[src/rtl/regfile_write.sv]
// 32 x 32-bit register file write side with a sequential clear engine.
// Writes land on the accepting edge; a clear takes exactly 32 cycles.
// Ready drops while a clear runs; a pending write must be held until Ready returns.
module regfile_write #(
  parameter int unsigned ZERO_R0 = 1,
  parameter logic [31:0] CLR_VAL = 32'h0
) (
  input  logic        Clk,
  input  logic        Clrn,
  input  logic        We,
  input  logic [4:0]  Wn,
  input  logic [31:0] D,
  output logic        Ready,
  input  logic        Clr,
  output logic        Busy,
  output logic [31:0] Q0,
  output logic [31:0] Q1,
  output logic [31:0] Q2,
  output logic [31:0] Q3,
  output logic [31:0] Q4,
  output logic [31:0] Q5,
  output logic [31:0] Q6,
  output logic [31:0] Q7,
  output logic [31:0] Q8,
  output logic [31:0] Q9,
  output logic [31:0] Q10,
  output logic [31:0] Q11,
  output logic [31:0] Q12,
  output logic [31:0] Q13,
  output logic [31:0] Q14,
  output logic [31:0] Q15,
  output logic [31:0] Q16,
  output logic [31:0] Q17,
  output logic [31:0] Q18,
  output logic [31:0] Q19,
  output logic [31:0] Q20,
  output logic [31:0] Q21,
  output logic [31:0] Q22,
  output logic [31:0] Q23,
  output logic [31:0] Q24,
  output logic [31:0] Q25,
  output logic [31:0] Q26,
  output logic [31:0] Q27,
  output logic [31:0] Q28,
  output logic [31:0] Q29,
  output logic [31:0] Q30,
  output logic [31:0] Q31
);

  typedef enum logic {
    IDLE  = 1'b0,
    CLEAR = 1'b1
  } state_t;

  state_t      state;
  state_t      state_nxt;
  logic [4:0]  cnt;
  logic [4:0]  cnt_nxt;
  logic        wr_acc;
  logic [31:0] wr_dec;
  logic [31:0] clr_dec;
  wire  [31:0] q [32];

  // Busy is the registered CLEAR state; writes are refused while it is high.
  assign Busy   = (state == CLEAR);
  assign Ready  = ~Busy;
  assign wr_acc = We & Ready;

  // One-hot decoders; Wn is only looked at when a write is actually accepted.
  assign wr_dec  = wr_acc ? (32'd1 << Wn) : 32'd0;
  assign clr_dec = Busy ? (32'd1 << cnt) : 32'd0;

  // State and sweep counter; reset aborts any clear in progress.
  always_ff @(posedge Clk or negedge Clrn) begin
    if (!Clrn) begin
      state <= IDLE;
      cnt   <= 5'd0;
    end else begin
      state <= state_nxt;
      cnt   <= cnt_nxt;
    end
  end

  // Next-state: Clr only matters in IDLE, so a clear can never restart or stretch.
  always_comb begin
    state_nxt = state;
    cnt_nxt   = cnt;
    case (state)
      IDLE: begin
        if (Clr) begin
          state_nxt = CLEAR;
          cnt_nxt   = 5'd0;
        end
      end
      CLEAR: begin
        cnt_nxt = cnt + 5'd1;
        if (cnt == 5'd31) begin
          state_nxt = IDLE;
        end
      end
      default: begin
        state_nxt = IDLE;
        cnt_nxt   = 5'd0;
      end
    endcase
  end

  for (genvar i = 0; i < 32; i++) begin : g_reg
    if (ZERO_R0 != 0 && i == 0) begin : g_zero
      // Register 0 has no storage; its decoder bits are simply dropped.
      logic unused_dec0;
      assign unused_dec0 = wr_dec[i] ^ clr_dec[i];
      assign q[i] = 32'd0;
    end else begin : g_rw
      logic [31:0] r;
      // Clear and write never coincide because writes need Ready, but clear wins anyway.
      always_ff @(posedge Clk or negedge Clrn) begin
        if (!Clrn) begin
          r <= 32'd0;
        end else if (clr_dec[i]) begin
          r <= CLR_VAL;
        end else if (wr_dec[i]) begin
          r <= D;
        end
      end
      assign q[i] = r;
    end
  end

  assign Q0  = q[0];
  assign Q1  = q[1];
  assign Q2  = q[2];
  assign Q3  = q[3];
  assign Q4  = q[4];
  assign Q5  = q[5];
  assign Q6  = q[6];
  assign Q7  = q[7];
  assign Q8  = q[8];
  assign Q9  = q[9];
  assign Q10 = q[10];
  assign Q11 = q[11];
  assign Q12 = q[12];
  assign Q13 = q[13];
  assign Q14 = q[14];
  assign Q15 = q[15];
  assign Q16 = q[16];
  assign Q17 = q[17];
  assign Q18 = q[18];
  assign Q19 = q[19];
  assign Q20 = q[20];
  assign Q21 = q[21];
  assign Q22 = q[22];
  assign Q23 = q[23];
  assign Q24 = q[24];
  assign Q25 = q[25];
  assign Q26 = q[26];
  assign Q27 = q[27];
  assign Q28 = q[28];
  assign Q29 = q[29];
  assign Q30 = q[30];
  assign Q31 = q[31];

endmodule

[config.mk]
export PLATFORM = sky130hd
export DESIGN_NAME = regfile_write
export DESIGN_NICKNAME = d
export VERILOG_FILES = /design/src/rtl/regfile_write.sv
export SDC_FILE = /design/constraint.sdc
export NUM_CORES = 1
export LEC_CHECK = 0
export CORE_AREA = 2 2 412 414
export DETAILED_ROUTE_END_ITERATION = 7
export DIE_AREA = 0 0 414 416
export DONT_BUFFER_PORTS = 1
export PLACE_DENSITY = 0.39
export SLEW_MARGIN = 40
export SYNTH_ARGS = -nofsm -noshare
export SYNTH_HDL_FRONTEND = slang
export SYNTH_SLANG_ARGS = --single-unit
[constraint.sdc]
create_clock -name Clk -period 4.6 [get_ports Clk]
set_input_delay 0.92 -clock Clk [delete_from_list [all_inputs] [get_ports Clk]]
set_output_delay 0.92 -clock Clk [all_outputs]
set_load 0.02 [all_outputs]
=== After elaboration in Yosys (flattened, before gate mapping) ===
Cells that the tools add are included.

* Output and inout port bits: 1026
* Logic and storage cells: 140
* Bits in registers: 998
* Input bits: 41

* $add $sub $neg: 1
* Shifts and indexed selects: 2
* Eq/ne operators: 2
* Mux-type cells: 69
* Bitwise gates (word level): 2
* Reductions and logical operators: 31

{| class="wikitable"
|+ Operators by type and width
! cell !! number
|-
| 32-bit two-way mux || 64
|-
| 1-bit by 5-bit left shift with 32-bit output (first input constant) || 2
|-
| 2-bit nonzero test || 31
|-
| 5-bit case mux with 2 select lines || 1
|-
| 5-bit by 1-bit adder with 5-bit output (second input constant) || 1
|-
| 5-bit == test (second input constant) || 1
|-
| 5-bit two-way mux || 1
|-
| 1-bit two-way mux || 2
|-
| 2-bit by 1-bit != test with 1-bit output (second input constant) || 1
|-
| 1-bit case mux with 2 select lines || 1
|-
| 1-bit AND || 1
|-
| 1-bit inverter || 1
|}

=== Longest topological paths before layout ===
Gate-level depths: netlist of the first run.

* Word-level depth: 5
* Gate-level depth with buffers: 7
* Mapped depth without buffers: 5

=== Worst setup path before layout of the first run ===
Ideal clock, no wire load.

* Kind: input-to-reg
* Start point: input port Wn[1]
* End point: register g_reg[17].g_rw.r[10] (netlist: Q17[10])
* Data arrival time: 2.141 ns
* Slack: 2.393 ns
* Stages on the path: 5
* Data required time: 4.534 ns
* Setup time: 0.066 ns
* Path buffers: 2
* Cell sequence: buf_2 or3b_2 nor2_1 buf_2 a22o_1

* Word-level cells in the longest chain between the ends: 3

{| class="wikitable"
|+ Ends and longest elaborated chain
! item !! line !! source
|-
| start, declared || 11 || <nowiki>input logic [4:0] Wn,</nowiki>
|-
| 1-bit by 5-bit left shift with 32-bit output || 70 || <nowiki>assign wr_dec = wr_acc ? (32'd1 << Wn) : 32'd0;</nowiki>
|-
| 32-bit two-way mux || 70 ||
|-
| 2-bit nonzero test (no source line) || -- ||
|-
| end signal, assigned || 119 || <nowiki>r <= 32'd0;</nowiki>
|-
| end signal, assigned || 121 || <nowiki>r <= CLR_VAL;</nowiki>
|-
| end signal, assigned || 123 || <nowiki>r <= D;</nowiki>
|-
| end, declared || 115 || <nowiki>logic [31:0] r;</nowiki>
|}

No other way between the ends.
A chain may end at the register's enable or synchronous reset.

=== Worst setup path in the final report of the first run ===
* Start point: register state (netlist: Busy)
* End point: output port Ready

* Word-level cells in the longest chain between the ends: 1

{| class="wikitable"
|+ Ends and longest elaborated chain
! item !! line !! source
|-
| start, declared || 55 || <nowiki>state_t state;</nowiki>
|-
| start signal, assigned || 79 || <nowiki>state <= state_nxt;</nowiki>
|-
| 1-bit inverter || 66 || <nowiki>assign Ready = ~Busy;</nowiki>
|-
| end, declared || 13 || <nowiki>output logic Ready,</nowiki>
|}

No other way between the ends.

==> results.sh, run 1 <==
export IMPL_status="finished, final reports clean"
export IMPL_synth_xor_area_frac=0
export IMPL_synth_cell_types=37
export IMPL_postCtsHoldBufs=2
export IMPL_cts_buffers=114
export IMPL_critical_path_top_delay_family="buffers and inverters"
export IMPL_clock_skew_ns=0.0268
export IMPL_r2r_start="Busy$_DFF_PN0_"
export IMPL_pin_count=1067
export IMPL_hp_class="in2async"
export IMPL_rows=151
export IMPL_reg2reg_setup_slack_ns=1.92
export IMPL_nNetsFinal=2917
export IMPL_cts_resized=0
export IMPL_htreeDepth=3
export IMPL_syn_avg_cell_area_sq_um=12.5
export IMPL_grt_max_degree=169
export IMPL_arrival_ns=2.05
export IMPL_yosys_area_share_simple=0.0747
export IMPL_critPathLaunchType="flop"
export IMPL_synthAdderAreaFrac=0.00233
export IMPL_critPathBufInv=2
export IMPL_wire_per_inst_um=36.3
export IMPL_gp_congestion=0.758
export IMPL_grt_pass1_wl_mm=254
export IMPL_routed_via_density=5.06
export IMPL_synth_edf_count=0
export IMPL_hold_viol=0
export IMPL_ys_ff_latch=998
export IMPL_ys_top_cells_by_count="998 x dfrtp_1, 736 x a22o_1, 260 x nand2_1, 260 x o21ai_0, 257 x nand3_1"
export IMPL_hpwlAfterDp_mm=121
export IMPL_seq_area_frac_synth=0.664
export IMPL_critPathMaxStageDelay_ns=0.57
export IMPL_area_growth_pct=16.5
export IMPL_reg2regPathDepth=5
export IMPL_die_h_um=416
export IMPL_setup_viol=0
export IMPL_ys_top_cells_by_area="dfrtp_1 66%, a22o_1 17%, o21ai_0 3.5%"
export IMPL_rsz0062_at_grt="false"
export IMPL_p_leak_nw=20.0
export IMPL_synth_main_ff_cell="dfrtp_1"
export IMPL_muxShareOfSynthArea=0
export IMPL_path_clk_slew_ns=0.06
export IMPL_drive_gt1_frac=0.115
export IMPL_vdd_drop_max_v=0.000294
export IMPL_synth_compound_area_frac=0.212
export IMPL_max_freq_mhz=336
export IMPL_maxSlewViolCount=0
export IMPL_power_density_nw_per_um2=641
export IMPL_grt_pass1_vias=26000
export IMPL_dr_pass1_iters=5
export IMPL_fp_dieW_um=414
export IMPL_start_util=0.224
export IMPL_via_count=26200
export IMPL_core_sq_um=168000
export IMPL_place_inst=4967
export IMPL_port_buffer_count=0
export IMPL_final_cells=5177
export IMPL_numClockSinks=998
export IMPL_ant_nets=0
export IMPL_first_iter_violations=2514
export IMPL_finalCritPeriodShare=0.647
export IMPL_cap_violations=0
export IMPL_post_cts_buffers=0
export IMPL_antenna_found_initial=5
export IMPL_synth_top_family_by_area="compound AO/OA/AOI/OAI gates"
export IMPL_path_cells="buf_4, inv_1"
export IMPL_worstMarginPinSlew_ns=0.854
export IMPL_maxSlewHeadroom=0.431
export IMPL_synth_top_area_frac=0.664
export IMPL_cts_tree="done"
export IMPL_finalSetupTns_ns=0
export IMPL_yosys_area_top_type="dfrtp_1"
export IMPL_path_max_fanout=22
export IMPL_required_ns=3.68
export IMPL_yosysMostFrequentCell="dfrtp_1"
export IMPL_cts_root_buf="clkbuf_16"
export IMPL_die_area_sq_um=172000
export IMPL_drcViolationCount=0
export IMPL_grt_ovfl_total=0
export IMPL_endpoint_kind="primary output"
export IMPL_synth_warnings=0
export IMPL_synth_area_sq_um=37600
export IMPL_ctsLongestPathBuffers=3
export IMPL_reg2reg_to="Q30[24]$_DFFE_PN0P_"
export IMPL_routed_wl_mm=188
export IMPL_setup_worst_path_class="reg2out"
export IMPL_clk_latency_ns=0.74
export IMPL_grt_total_usage=0.212
export IMPL_post_route_min_period_ns=2.97
export IMPL_syn_inst=3009
export IMPL_crit_slowest_cell="dfrtp_1"
export IMPL_async_flop_share=1.00
[stage by stage]
stage / hold slack, ns / utilization / instance area, sq um / power (mW) / worst slack [ns]
after floorplan: 0.501 / - / 37700 / 16.8 / 2.39
final: 0.0867 / 0.261 / 43800 / 28.1 / 1.63
after CTS: 0.131 / 0.260 / 43700 / 28.3 / 1.55
after global placement: 0.537 / 0.236 / 39600 / 18.9 / 1.57
after detailed placement: 0.549 / 0.238 / 40100 / 19.1 / 1.33
after global routing: 0.0727 / 0.261 / 43800 / 29.3 / 1.50
[layout make-up]
type,count,area (sq um)
inverter,4,15.0
clock inverter,44,423
timing repair buffer,99,1120
antenna,4,10.0
tap,2218,2780
multi-input combinational,1652,11300
sequential,998,25000
clock buffer,158,3230
fill,17300,124000
[cell families after synthesis]
group / Yosys count
buffers and inverters: 390
AO/OA/AOI/OAI: 1021
adder cells (fa/ha/maj): 7
other: 1
AND/OR/NAND/NOR: 592
flip-flops: 998
[power breakdown]
group	internal, mW	total [mW]	switching (mW)
Sequential	10.8	15.8	5.02
Clock	5.08	9.11	4.03
Combinational	1.31	3.16	1.85
[how the worst max path moves through the flow]
stage,end,depth (start not counted),slack (ns),start
after global routing,Ready,2,1.50,Busy$_DFF_PN0_
after detailed placement,Q29[27]$_DFFE_PN0P_,4,1.33,Clrn
after floorplan,Q17[10]$_DFFE_PN0P_,5,2.39,Wn[1]
final,Ready,2,1.63,Busy$_DFF_PN0_
after global placement,Q6[0]$_DFFE_PN0P_,4,1.57,Wn[3]
after CTS,Ready,2,1.55,Busy$_DFF_PN0_
[layout by cell type, fill, tap and decap left out, drive strengths merged, types with 2 or more instances in the layout]
cell type  count
nor2          24
nor3b          3
nand3        257
and2           9
nand4bb        4
nor2b          2
and3b          6
clkinv        27
clkinvlp       5
bufinv         3
nand4b         5
diode          4
conb          32
and4bb         2
o21ai        260
ha             7
clkbuf       158
nand2        260
buf           98
a22oi         23
nand3b         2
or3b           3
nand4          3
and3           5
dfrtp        998
a22o         736
inv           13
or3            2
[layer usage]
layer  GRT usage  up-vias  wire, um  share of wire
met2       0.348     1324     91400           0.49
li1            -    10700         -              -
met5           0        -         0              0
met4      0.0584        0      4310          0.023
met3      0.0825      203     19300           0.10
met1       0.259    14000     73100           0.39
Note: power is estimated with default switching activity, not from simulation.
==> inputs of run 2 (changes only) <==
==> constraint.sdc (replaced) <==
create_clock -name Clk -period 2.9 [get_ports Clk]
set_input_delay 0.58 -clock Clk [delete_from_list [all_inputs] [get_ports Clk]]
set_output_delay 0.58 -clock Clk [all_outputs]
set_load 0.02 [all_outputs]
==> run 2 against run 1 <==
Die area is the same. Register-to-register slack worse by 1.5 ns. Clock skew rose by 0.033 ns. Global-route usage rose by 0.11 points. Clock power up 64%. Power increased by 63%. Sequential power up 58%. Non-clock buffer count up 45. Final area grew 2.9%. Critical endpoint is now Q24[23]$_DFFE_PN0P_.
==> results.sh, run 2 (synthesis results as in run 1) <==
export IMPL_status="finished, final reports clean"
export IMPL_fin_util=0.268
export IMPL_first_iter_violations=2628
export IMPL_path_depth=6
export IMPL_drive_gt1_frac=0.127
export IMPL_hpwlAfterDp_mm=119
export IMPL_die_area_sq_um=172000
export IMPL_grt_max_degree=134
export IMPL_reg2reg_setup_slack_ns=0.41
export IMPL_required_ns=3.75
export IMPL_hold_viol=0
export IMPL_start_util=0.224
export IMPL_arrival_ns=3.47
export IMPL_placed_area_sq_um=40300
export IMPL_nNetsFinal=2963
export IMPL_cts_root_buf="clkbuf_16"
export IMPL_wire_per_inst_um=36.3
export IMPL_numClockSinks=998
export IMPL_cp_common_cell="buf_16"
export IMPL_power_frac_clock=0.326
export IMPL_endpoint_kind="async pin"
export IMPL_setup_worst_path_class="in2async"
export IMPL_r2r_start="cnt[0]$_DFFE_PN0P_"
export IMPL_path_max_fanout=107
export IMPL_finalCritPeriodShare=0.903
export IMPL_critical_path_top_delay_family="buffers and inverters"
export IMPL_setup_viol=0
export IMPL_clock_skew_ns=0.0602
export IMPL_routed_via_density=5.13
export IMPL_final_cell_mix="998 x dfrtp_1, 736 x a22o_1, 260 x o21ai_0, 260 x nand2_1, 257 x nand3_1"
export IMPL_switchingPower_mw=17.9
export IMPL_core_sq_um=168000
export IMPL_critPathMaxStageDelay_ns=0.58
export IMPL_critPathLaunchType="primary input"
export IMPL_pin_count=1067
export IMPL_cp_startpoint="Clrn"
export IMPL_routed_wl_mm=190
export IMPL_rsz0062_at_grt="false"
export IMPL_area_growth_pct=19.9
export IMPL_final_cells=5226
export IMPL_finalSetupTns_ns=0
export IMPL_fill_cells=17200
export IMPL_htreeDepth=3
export IMPL_path_clk_slew_ns=0.06
export IMPL_setup_ws_ns=0.281
export IMPL_grt_pass1_wl_mm=257
export IMPL_via_count=26800
export IMPL_port_buffer_count=0
export IMPL_cts_tree="done"
export IMPL_crit_slowest_cell="dlygate4sd3_1"
export IMPL_reg2regPathDepth=6
export IMPL_vdd_drop_max_v=0.000500
export IMPL_clk_latency_ns=0.80
export IMPL_grt_total_usage=0.214
export IMPL_maxSlewHeadroom=0.411
export IMPL_maxSlewViolCount=0
export IMPL_grt_ovfl_total=0
export IMPL_switching_share=0.393
export IMPL_antenna_found_initial=7
export IMPL_worstMarginPinSlew_ns=0.882
export IMPL_dr_pass1_iters=8
export IMPL_final_common_cell="dfrtp_1"
export IMPL_place_inst=4979
export IMPL_cap_violations=0
export IMPL_multiInputGateArea_sq_um=11300
export IMPL_power_density_nw_per_um2=1010
export IMPL_reg2reg_to="Q7[21]$_DFFE_PN0P_"
export IMPL_grt_pass1_vias=26800
export IMPL_whs_ns=0.180
export IMPL_seq_area_sq_um=25000
export IMPL_critPathBufInv=6
export IMPL_hp_class="in2reg"
export IMPL_power_internal_mw=27.7
export IMPL_p_leak_nw=20.6
export IMPL_ant_nets=0
export IMPL_ctsLongestPathBuffers=3
export IMPL_place_ws_ns=0.124
export IMPL_totalPowerFinal_mw=45.6
export IMPL_seq_power_share=0.547
export IMPL_crit_end="Q24[23]$_DFFE_PN0P_"
export IMPL_drcViolationCount=0
export IMPL_path_cells="dlygate4sd3_1, buf_12, buf_16, buf_16, buf_16, buf_16"
export IMPL_rows=151
export IMPL_max_freq_mhz=382
export IMPL_die_h_um=416
export IMPL_gp_congestion=0.765
export IMPL_p_comb_frac=0.127
export IMPL_cts_buffers=115
export IMPL_design_area_sq_um=45100
export IMPL_fp_dieW_um=414
export IMPL_post_route_min_period_ns=2.62
## run 2: cell types whose count changed in the layout (fill, tap and decap cells not counted), sizes merged
cell,change
clkbuf,+15
clkinv,-3
buf,+42
inv,-3
dlygate4sd3,+1
diode,-3
## run 2: how the worst min path moves through the flow
| stage | from | to | depth (start not counted) | slack, ns |
|---|---|---|---|---|
| floorplan | Clrn | Busy$_DFF_PN0_ | 0 | 0.28 |
| global placement | Clrn | Q9[8]$_DFFE_PN0P_ | 0 | 0.30 |
| detailed placement | Clrn | Q13[18]$_DFFE_PN0P_ | 0 | 0.28 |
| CTS | D[21] | Q31[21]$_DFFE_PN0P_ | 3 | 0.1 |
| global route | D[30] | Q19[30]$_DFFE_PN0P_ | 3 | 0.15 |
| finish | D[20] | Q31[20]$_DFFE_PN0P_ | 3 | 0.18 |
## run 2: what timing repair did
action / in CTS / in global routing
endpoints found under the hold margin: 1226 / 0
buffers inserted: 0 / 0
hold buffers: 35 / 0
gates resized for setup: 0 / 0
endpoints found under the setup margin: 0 / 196
## run 2: routing by layer
layer,vias to the layer above,wire length [um],global-route usage
li1,10800,-,-
met1,14400,75100,0.264
met2,1340,90900,0.348
met3,251,18500,0.0770
met4,2,5050,0.0654
met5,-,13,0
## run 2: layout make-up
class	count	share of cell area
clock inverters	38	0.00993
clock buffers	171	0.0747
well taps	2218	0.0615
inverters	4	0.000333
multi-input cells	1652	0.250
diodes	1	0.0000555
repair buffers	144	0.0500
flip-flops and latches	998	0.554
## run 2: power by group through the flow
stage	clock network [mW]	logic, mW	registers [mW]
final	14.9	5.81	25.0
after global routing	15.8	6.47	25.3
after floorplan	0	3.68	23.0
after CTS	15.2	5.84	25.0
after global placement	0	4.62	25.3
after detailed placement	0	5.15	25.2
## run 2: worst reg2reg max path: stages (launching register included)
cell and delay (ns):
dfrtp_1 0.43, ha_1 0.26, ha_1 0.35, nand4bb_2 0.66, buf_4 0.47, nand2_1 0.07
o21ai_0 0.07
